### src/rtl/step_controller.sv
// ----------------------------------------------------------------------------
// step_controller
//
// Clock/reset front end for the single-cycle RISC-V core on the DE1-SoC.
// Runs on the 50 MHz board clock, synchronizes and debounces the raw step and
// reset keys, and turns each accepted key press (manual mode) or each run
// divider tick (auto-run mode) into one fixed-width processor clock pulse.
// Also counts issued steps for the debug display.
//
// Ports
//   clk         in   50 MHz board clock
//   reset       in   asynchronous active-low reset of this block
//   key_step_n  in   raw step key, active-low, asynchronous to clk
//   key_rst_n   in   raw processor-reset key, active-low, asynchronous
//   run_mode    in   0 = manual step, 1 = auto-run (synchronized internally)
//   cpu_clk     out  processor clock, registered
//   step_pulse  out  one-clk strobe coincident with each cpu_clk rising edge
//   cpu_reset   out  debounced processor reset, active-high, registered
//   step_count  out  steps issued since the last cpu_reset (wraps at 16 bits)
// ----------------------------------------------------------------------------
module step_controller #(
    parameter int DEBOUNCE_CYCLES = 500000,
    parameter int PULSE_HIGH      = 4,
    parameter int RUN_DIV         = 12500000
) (
    input  logic        clk,
    input  logic        reset,
    input  logic        key_step_n,
    input  logic        key_rst_n,
    input  logic        run_mode,
    output logic        cpu_clk,
    output logic        step_pulse,
    output logic        cpu_reset,
    output logic [15:0] step_count
);

    localparam int DB_W = (DEBOUNCE_CYCLES > 1) ? $clog2(DEBOUNCE_CYCLES) : 1;
    localparam int PH_W = (PULSE_HIGH > 1) ? $clog2(PULSE_HIGH) : 1;
    localparam int RD_W = (RUN_DIV > 1) ? $clog2(RUN_DIV) : 1;

    localparam logic [DB_W-1:0] DB_LAST = DB_W'(DEBOUNCE_CYCLES - 1);
    localparam logic [PH_W-1:0] PH_LAST = PH_W'(PULSE_HIGH - 1);
    localparam logic [RD_W-1:0] RD_LAST = RD_W'(RUN_DIV - 1);

    typedef enum logic [1:0] {
        IDLE = 2'd0,
        HIGH = 2'd1,
        LOW  = 2'd2
    } state_t;

    // Bit order of the synchronizer vectors: [0] step key, [1] reset key,
    // [2] run_mode.
    logic [2:0] sync1;
    logic [2:0] sync2;

    logic       step_sync;
    logic       rst_sync;
    logic       run_sync;

    // Debounced key levels: [0] step key, [1] reset key (1 = released).
    logic [1:0]      deb;
    logic [DB_W-1:0] db_cnt [2];

    logic            deb_step_q;
    logic            step_fall;
    logic            step_rise;
    logic            rst_hold;
    logic            auto_tick;
    logic            trigger;

    logic            armed;
    logic [RD_W-1:0] run_div;
    logic [PH_W-1:0] ph_cnt;
    state_t          state;

    // ------------------------------------------------------------------
    // Two-flop synchronizers. Everything idles at 1 so that released keys
    // look released straight out of reset.
    // ------------------------------------------------------------------
    // NOTE: sequential state uses non-blocking assignments so every flop
    // samples the pre-edge value of its neighbours, as real flops do.
    always_ff @(posedge clk or negedge reset) begin
        if (!reset) begin
            sync1 <= '1;
            sync2 <= '1;
        end else begin
            sync1 <= {run_mode, key_rst_n, key_step_n};
            sync2 <= sync1;
        end
    end

    assign step_sync = sync2[0];
    assign rst_sync  = sync2[1];
    assign run_sync  = sync2[2];

    // ------------------------------------------------------------------
    // Debounce: a level change is accepted only after DEBOUNCE_CYCLES
    // consecutive synced samples disagree with the current debounced level.
    // ------------------------------------------------------------------
    // NOTE: the counter array is tiny control state, so it is reset like
    // any other register; large storage arrays would normally be left
    // unreset.
    always_ff @(posedge clk or negedge reset) begin
        if (!reset) begin
            deb <= '1;
            for (int i = 0; i < 2; i++) begin
                db_cnt[i] <= '0;
            end
        end else begin
            for (int i = 0; i < 2; i++) begin
                if (sync2[i] == deb[i]) begin
                    db_cnt[i] <= '0;
                end else if (db_cnt[i] == DB_LAST) begin
                    deb[i]    <= ~deb[i];
                    db_cnt[i] <= '0;
                end else begin
                    db_cnt[i] <= db_cnt[i] + 1'b1;
                end
            end
        end
    end

    assign step_fall = deb_step_q & ~deb[0];
    assign step_rise = ~deb_step_q & deb[0];

    // The hold uses the debounced level directly so the FSM, divider and
    // count are cleared on the same edge that raises the registered
    // cpu_reset output.
    assign rst_hold  = ~deb[1];

    assign auto_tick = run_sync & (run_div == RD_LAST);
    assign trigger   = run_sync ? auto_tick : (step_fall & armed);

    // ------------------------------------------------------------------
    // Step FSM, run divider, step counter and registered outputs.
    // ------------------------------------------------------------------
    always_ff @(posedge clk or negedge reset) begin
        if (!reset) begin
            cpu_reset  <= 1'b0;
            deb_step_q <= 1'b1;
            armed      <= 1'b1;
            run_div    <= '0;
            ph_cnt     <= '0;
            state      <= IDLE;
            cpu_clk    <= 1'b0;
            step_pulse <= 1'b0;
            step_count <= '0;
        end else begin
            cpu_reset  <= rst_hold;
            deb_step_q <= deb[0];
            step_pulse <= 1'b0;

            // One step per press: disarm on the debounced press, re-arm
            // only once the key is seen released again.
            if (step_fall) begin
                armed <= 1'b0;
            end else if (step_rise) begin
                armed <= 1'b1;
            end

            if (rst_hold) begin
                run_div    <= '0;
                ph_cnt     <= '0;
                state      <= IDLE;
                cpu_clk    <= 1'b0;
                step_count <= '0;
            end else begin
                // The divider free-runs through HIGH/LOW, so a tick that
                // lands mid-pulse is simply lost.
                if (!run_sync || run_div == RD_LAST) begin
                    run_div <= '0;
                end else begin
                    run_div <= run_div + 1'b1;
                end

                case (state)
                    IDLE: begin
                        cpu_clk <= 1'b0;
                        if (trigger) begin
                            state      <= HIGH;
                            cpu_clk    <= 1'b1;
                            step_pulse <= 1'b1;
                            ph_cnt     <= '0;
                            step_count <= step_count + 1'b1;
                        end
                    end
                    HIGH: begin
                        if (ph_cnt == PH_LAST) begin
                            state   <= LOW;
                            cpu_clk <= 1'b0;
                            ph_cnt  <= '0;
                        end else begin
                            ph_cnt <= ph_cnt + 1'b1;
                        end
                    end
                    LOW: begin
                        if (ph_cnt == PH_LAST) begin
                            state  <= IDLE;
                            ph_cnt <= '0;
                        end else begin
                            ph_cnt <= ph_cnt + 1'b1;
                        end
                    end
                    default: begin
                        state   <= IDLE;
                        cpu_clk <= 1'b0;
                        ph_cnt  <= '0;
                    end
                endcase
            end
        end
    end

    // The synced step and reset levels feed the debouncers through sync2;
    // these aliases keep the bit mapping readable at the use sites.
    logic unused_ok;
    assign unused_ok = step_sync ^ rst_sync;

endmodule

### config.mk
export PLATFORM = sky130hd
export DESIGN_NAME = step_controller
export DESIGN_NICKNAME = d
export VERILOG_FILES = /design/src/rtl/step_controller.sv
export SDC_FILE = /design/constraint.sdc
export NUM_CORES = 1
export LEC_CHECK = 0
export BUFFER_PORTS_ARGS = -buffer_cell sky130_fd_sc_hd__buf_4
export CAP_MARGIN = 30
export CELL_PAD_IN_SITES_DETAIL_PLACEMENT = 2
export CELL_PAD_IN_SITES_GLOBAL_PLACEMENT = 2
export CORE_ASPECT_RATIO = 1.5
export CORE_MARGIN = 3
export CORE_UTILIZATION = 43
export DETAILED_ROUTE_END_ITERATION = 10
export GPL_TIMING_DRIVEN = 0
export HOLD_SLACK_MARGIN = 0.05
export PLACE_DENSITY_LB_ADDON = 0.1
export SETUP_SLACK_MARGIN = 0.05
export SLEW_MARGIN = 25
export SYNTH_ARGS = -nofsm -noshare
export SYNTH_HDL_FRONTEND = slang
export SYNTH_SLANG_ARGS = --single-unit
### constraint.sdc
create_clock -name clk -period 5.4 [get_ports clk]
set_clock_uncertainty 0.05 [all_clocks]
set_input_delay 0.27 -clock clk [delete_from_list [all_inputs] [get_ports clk]]
set_output_delay 0.27 -clock clk [all_outputs]
set_load 0.005 [all_outputs]
Word level (Yosys, flattened, before mapping)
Cells that the tools add are included.
- bits in registers: 95
- input port bits: 5
- output and inout port bits: 19
- word-level logic and storage cells: 80
- add/sub/neg operators: 5
- equality and inequality tests: 14
- muxes and demuxes: 27
- bitwise gates (word level): 9
- reduce and logical (&&, ||, !) cells: 10
- operators by type and width (cell ; number):
    $mux W19 ; 4
    $mux W16 ; 3
    $mux W24 ; 2
    $add A19 B1 Y19 const B ; 2
    $eq A19 B19 Y1 const B ; 2
    $add A24 B1 Y24 const B ; 1
    $eq A24 B24 Y1 const B ; 1
    $add A16 B1 Y16 const B ; 1
    $mux W2 ; 7
    $ne A3 B3 Y1 const B ; 3
    $mux W1 ; 8
    $reduce_and A2 Y1 ; 4
    $pmux W2 S3 ; 1
    $not A1 Y1 ; 5
    $and A1 B1 Y1 ; 4
    $eq A2 B2 Y1 const B ; 2
    $ne A2 B2 Y1 const B ; 2
    $pmux W2 S2 ; 1
    $pmux W1 S3 ; 1
    $reduce_and A3 Y1 ; 1
    $add A2 B1 Y2 const B ; 1
    $eq A1 B1 Y1 ; 2
    $eq A2 B1 Y1 const B ; 1
    $logic_not A2 Y1 ; 1
    other kinds (5) ; 5

Longest topological paths before layout
Gate-level depths: netlist (run 1).
- depth in word-level cells: 7
- gate-level depth with buffers: 7
- mapped depth without buffers: 7

Worst setup path after synthesis (run 1)
No wires, ideal clock.
- path type: reg-to-reg
- from: register run_div[8]
- to: register step_count[7]
- library setup time: 79 ps
- arrival: 2085 ps
- data required time: 5271 ps
- setup slack: 3185 ps
- stages on the path, launching flop included: 7
- buffers on the path: 1
- period minus slack after synthesis: 2215 ps
- path through: dfrtp_1 or4_4 nor4_4 a41oi_2 buf_6 nor4_1 mux2i_1
- word-level cells in the longest chain between the ends: 5
- RTL lines (what ; RTL line ; source):
    from (decl) ; 72 ; logic [RD_W-1:0] run_div;
    from (signal assigned) ; 173 ; run_div <= run_div + 1'b1;
    $eq A24 B24 Y1 ; 131 ; assign auto_tick = run_sync & (run_div == RD_LAST);
    $and A1 B1 Y1 ; 131 ;
    $mux W1 ; 132 ; assign trigger = run_sync ? auto_tick : (step_fall & armed);
    $ne A2 B2 Y1 (no source line) ; - ;
    $reduce_and A2 Y1 (no source line) ; - ;
    to (signal assigned) ; 184 ; step_count <= step_count + 1'b1;
    to (decl) ; 34 ; output logic [15:0] step_count
Every way passes these cells.
A chain may end at the register's enable or synchronous reset.

Worst setup path after layout (run 1)
- from: register run_div[0]
- to: register step_count[9]
Same word-level chain as after synthesis.

==> results of run 1 <==
critical path, stage by stage, from the launching register on:
cell and delay [ns]:
dfrtp_1 0.40, ha_1 0.25, nand4_1 0.29, or4b_1 0.58, o21ai_0 0.54, and4_1 0.32
mux2i_1 0.21
path summary, 6_finish.rpt:
path,from,endpoint,slack [ns],cells after the start
max,run_div[0]$_DFF_PN0_,step_count[9]$_DFFE_PN0P_,2.69,6
min,sync1[1]$_DFF_PN1_,sync2[1]$_DFF_PN1_,0.31,0
max reg2reg,run_div[0]$_DFF_PN0_,step_count[9]$_DFFE_PN0P_,2.69,6
min reg2reg,sync1[1]$_DFF_PN1_,sync2[1]$_DFF_PN1_,0.31,0
max in group asynchronous,reset,run_div[20]$_DFF_PN0_,4.18,2
min in group asynchronous,reset,step_count[13]$_DFFE_PN0P_,0.54,2
registers in the layout, indices dropped and copies added, names as in the netlist:
register	cells
db_cnt	38
run_div	24
step_count	16
sync1	3
sync2	3
deb	2
ph_cnt	2
state	2
armed	1
cpu_clk	1
cpu_reset	1
deb_step_q	1
step_pulse	1
cells in the final DEF, fill, tap and decap left out, drive strengths merged, types with 6 or more instances in the layout:
master	instances
dfrtp	85
nor2	84
nand2	38
xnor2	37
nand3	31
buf	28
xor2	22
inv	22
clkbuf	19
nand4	18
nor3	14
nor4	12
o21ai	10
ha	10
dfstp	10
a21oi	9
and4	8
and3	6
or3	6
stage by stage:
stage / power [mW] / cells / utilization, %
finish: 1.374 / 671 / 50.59
global route: 1.425 / 671 / 50.59
CTS: 1.391 / 671 / 50.59
detailed placement: 0.7715 / 651 / 47.58
global placement: 0.7691 / 650 / 47.51
floorplan: 0.7483 / 483 / -
layout make-up:
type / count / area [um^2] / share of cell area [%]
timing repair buffer: 28 / 220.2 / 4.088
multi-input combinational: 355 / 2181 / 40.49
inverter: 19 / 71.32 / 1.324
clock buffer: 9 / 225.2 / 4.181
clock inverter: 7 / 55.05 / 1.022
buffer: 14 / 63.81 / 1.185
sequential: 95 / 2390 / 44.37
tap: 144 / 180.2 / 3.345
routing by layer:
metal,up-vias,GRT usage [%]
li1,1753,-
met1,1956,25.59
met2,43,41.64
met3,16,3.479
met4,0,6.711
met5,-,0
power by group:
group | leakage, nW | internal (mW) | total, mW | switching (mW)
sequential | 1.28 | 0.719 | 0.725 | 0.00569
clock | 0.138 | 0.318 | 0.615 | 0.297
combinational | 0.659 | 0.00957 | 0.0339 | 0.0244
total | 2.08 | 1.05 | 1.37 | 0.327
cell families (layout without fill, tap and decap cells):
kind of cell               count (synthesis)  in the layout  share of synthesized area, %
xor gates and xnor gates                  59             59                         10.98
adders and majority gates                 10             10                         2.659
and+or+nand+nor                          246            246                         26.75
muxes                                      4              4                        0.8509
buffers and inverters                     33             77                         2.872
DFF                                       95             95                         50.78
AOI/OAI and AO/OA                         36             36                         5.105
what timing repair did:
item                                    CTS  global route
hold endpoints to repair                 88             0
endpoints found under the setup margin    0             0
hold buffers                              4             0
==> qor.yml, run 1 <==
drv_slew: 0
fillCellCount: 1138
place_area_mm2: 0.005066
place_congestion: 0.7803
synth_edf_count: 0
rsz0062_at_grt: "false"
maxCapViolations: 0
portBuffers: 23
cp-start-kind: "register"
cts_buffers: 9
cts_tree: "built"
synthesis.nets: 498
fmax_mhz: 368.5
drt-met1-wl_um: 5025
finalNetCount: 537
required_ns: 5.62
whs_ns: 0.3107
setup_viol: 0
grt_pass1_wl_um: 21850
vdd_drop_max_v: 0.0001407
grt_usage_pct: 22.19
insertedDiodeCount: 0
ys_ff_latch: 95
vias: 3768
clock_sinks: 95
cts_resized: 0
yosysWarningCount: 0
coreArea_mm2: 0.01065
stdcell_area_mm2: 0.005386
synthFlopType: "dfrtp_1"
fp.dieW_um: 91.42
antenna_found_initial: 0
ant_nets: 0
grt_max_degree: 96
grt_pass1_vias: 4278
detailed_place_hpwl_um: 8628
hp-class: "register to register"
htreeDepth: 3
synth.avg_cell_area_um2: 9.743
synth-seq-area-share_pct: 50.78
area_delta_synth_final_pct: 14.46
setup_slack_ns: 2.687
route.met3.wl_um: 273
worst_slew_pin_slew_ns: 0.8756
post-route-period-util_pct: 50.25
die_h_um: 134.1
cts-root-buf: "clkbuf_16"
num_io_pins: 24
wl_per_cell_um: 18.60
cp_max_fo: 7
cts_setup_buffers: 0
crit_path_end_kind: "register"
max_slew_margin_pct: 41.09
clock_path_buffers: 2
total_leakage_power_nw: 2.079
wl_met2_um: 6962
ys_async_sr_fraction_pct: 100.0
synth_top_cell_area_share_pct: 45.20
syn_inst: 483
wl_um: 12480
hold_violations: 0
viasPerCell: 5.615
die-area_mm2: 0.01226
drc: 0
ys_types: 43
status: "complete, no violations"
clock_latency_ns: 0.35
p_per_area_mw_per_mm2: 255.0
critical_path_arrival_ns: 2.93
synth_most_common_cell: "dfrtp_1"
drt_iter0_markers: 158
critical_path_class: "register to register"
synth_area_leaders: "dfrtp_1, xnor2_1, nor2_1, dfstp_2, xor2_1"
post-place-ws_ns: 2.687
highest_layer: "met4"
floorplan.initialDensity_pct: 44.20
syn_area_mm2: 0.004706
drive_above_1_share_pct: 11.39
finalSetupTns_ns: 0
synth_area_leader_cell: "dfrtp_1"
num_rows: 46
fin_crit_ns: 2.713
yosys-top-cells-count: "dfrtp_1, nor2_1, nand2_1, xnor2_1, nand3_1"
dr.pass1.iters: 4
overflow: 0
clk_pin_slew_worst_paths_ns: 0.07
(Power assumes the default switching activity.)
==> run 2, diff against run 1 <==
Settings changed: CORE_UTILIZATION 43 to 39.
Clock period 5.4 ns to 2.5 ns, I/O delays scaled along.
==> run 2 against run 1 <==
Compared with the run above: worst hold slack got worse by 0.14 ns; clock power rose by 150%; sequential share of layout area fell by 1.6 points; maximum frequency rose by 13%; global-route usage fell by 2.9 points; count of clock-buffer cells in the layout rose by 1; power rose by 130%; cell count rose by 1.6%; largest cell class unchanged.
==> qor.yml, run 2 (synthesis gave the netlist of run 1 again) <==
cts_buffers: 9  # unchanged
grt_max_degree: 96  # unchanged
antenna_found_initial: 0  # unchanged
p_per_area_mw_per_mm2: 567.4  # +120%
wl_um: 12600  # +0.92%
clock_latency_ns: 0.34  # about the same
drv_slew: 0  # unchanged
htreeDepth: 3  # unchanged
die_h_um: 140.5  # +4.8%
grt_usage_pct: 19.31  # -2.9 points
viasPerCell: 5.531  # -1.5%
ant_nets: 0  # unchanged
post-place-ws_ns: -0.2585  # -2.946 ns
cp-start-kind: "register"
critical_path_class: "register to register"
detailed_place_hpwl_um: 8272  # -4.1%
die-area_mm2: 0.01345  # +9.7%
finalNetCount: 542  # +0.93%
overflow: 0  # unchanged
drive_above_1_share_pct: 15.23  # +3.8 points
largest_reg_flops: 38  # unchanged
drc: 0  # unchanged
area_delta_synth_final_pct: 18.85
place_area_mm2: 0.005074  # +0.15%
clock_sinks: 95  # unchanged
total_leakage_power_nw: 2.188  # +5.2%
setup_slack_ns: 0.1026  # -2.584 ns
num_rows: 48  # +4.3%
grt_pass1_wl_um: 20650  # -5.5%
dr.pass1.iters: 4  # unchanged
worst_slew_pin_slew_ns: 0.6086  # -0.2670 ns
maxCapViolations: 0  # unchanged
coreArea_mm2: 0.01165  # +9.4%
rsz0062_at_grt: "true"
setup_viol: 0  # unchanged
status: "complete, no violations"
cts-root-buf: "clkbuf_16"
hold_violations: 0  # unchanged
stdcell_area_mm2: 0.005593  # +3.8%
whs_ns: 0.1719  # -0.1388 ns
floorplan.initialDensity_pct: 40.39  # -3.8 points
insertedDiodeCount: 0  # unchanged
cp_max_fo: 7  # unchanged
final_core_util_pct: 48.00  # -2.6 points
p_total_mw: 3.173  # +130%
max_flop_register: "db_cnt"
drt_iter0_markers: 91  # -42%
cts_tree: "built"
num_io_pins: 24  # unchanged
fmax_mhz: 417.1  # +13%
clk_pin_slew_worst_paths_ns: 0.07  # about the same
fp.dieW_um: 95.69  # +4.7%
grt_pass1_vias: 4217  # -1.4%
hp-class: "input pin to async pin"
post-route-period-util_pct: 95.90  # +46 points
fin_crit_ns: 2.397  # -0.3159 ns
wl_per_cell_um: 18.47  # -0.71%
vias: 3772  # +0.11%
reg.largest.list: "db_cnt: 38 flops, run_div: 24 flops, step_count: 16 flops"
vdd_drop_max_v: 0.0003158  # +120%
crit_path_end_kind: "register"
r2r_setup_slack_ns: 0.10  # -2.58 ns
required_ns: 2.71  # -2.91 ns
portBuffers: 23  # unchanged
clock_path_buffers: 2  # unchanged
layout_common_cells: "nor2_1, dfrtp_1, nand2_1"
critical_path_arrival_ns: 2.60  # -0.33 ns
place_congestion: 0.7436  # -4.7%
max_slew_margin_pct: 59.11  # +18 points
## run 2: cell types whose count changed in the layout (fill, tap and decap cells not counted), sizes merged
cell | previous run | this run
clkinvlp | 1 | 0
bufinv | 0 | 2
inv | 22 | 20
buf | 28 | 34
## run 2: power breakdown
part	switching [mW]	leakage, nW	total, mW	internal, mW
Sequential	0.0127	1.28	1.57	1.55
Clock	0.619	0.163	1.53	0.910
Combinational	0.0527	0.746	0.0779	0.0252
Total	0.685	2.19	3.17	2.49
## run 2: critical path: stages, from the launching register on
cell and delay, ns:
dfrtp_2 0.43, or3b_2 0.51, nor4_4 0.21, buf_4 0.19
a41oi_4 0.18, buf_6 0.20, or3_1 0.36, a21oi_1 0.18
## run 2: worst paths after layout
check	start	to	cells past startpoint
max	run_div[5]$_DFF_PN0_	step_count[10]$_DFFE_PN0P_	7
min	reset	step_count[15]$_DFFE_PN0P_	2
max reg2reg	run_div[5]$_DFF_PN0_	step_count[10]$_DFFE_PN0P_	7
min reg2reg	sync1[1]$_DFF_PN1_	sync2[1]$_DFF_PN1_	0
max in group asynchronous	reset	deb_step_q$_DFF_PN1_	3
min in group clk	sync1[1]$_DFF_PN1_	sync2[1]$_DFF_PN1_	0
## run 2: per-stage QoR
stage	instances	TNS [ns]
after floorplan	483	0
after global placement	656	-0.4406
after detailed placement	657	-1.338
after CTS	678	0
after global routing	682	0
final	682	0
## run 2: repair_timing
item / in CTS / in global routing
gates cloned: 0 / 1
buffers inserted: 1 / 3
hold buffers: 4 / 0
resized for setup: 6 / 18
pin swaps: 1 / 1
hold endpoints to repair: 88 / 0
endpoints found under the setup margin: 47 / 55
## run 2: layer usage
layer	global-route usage (%)	wire [um]	up-vias
met5	0	0	-
met4	5.397	156	0
met3	3.117	261	9
met2	35.85	7065	38
met1	22.23	5112	1967
li1	-	-	1758
## run 2: final cells by class
type,count,area (um^2)
fill,1257,6058
sequential,95,2392
multi-input combinational,355,2257
timing repair buffer,35,294.0
clock buffer,10,239.0
tap,150,187.7
clock inverter,6,91.34
inverter,19,71.32
buffer,12,60.06
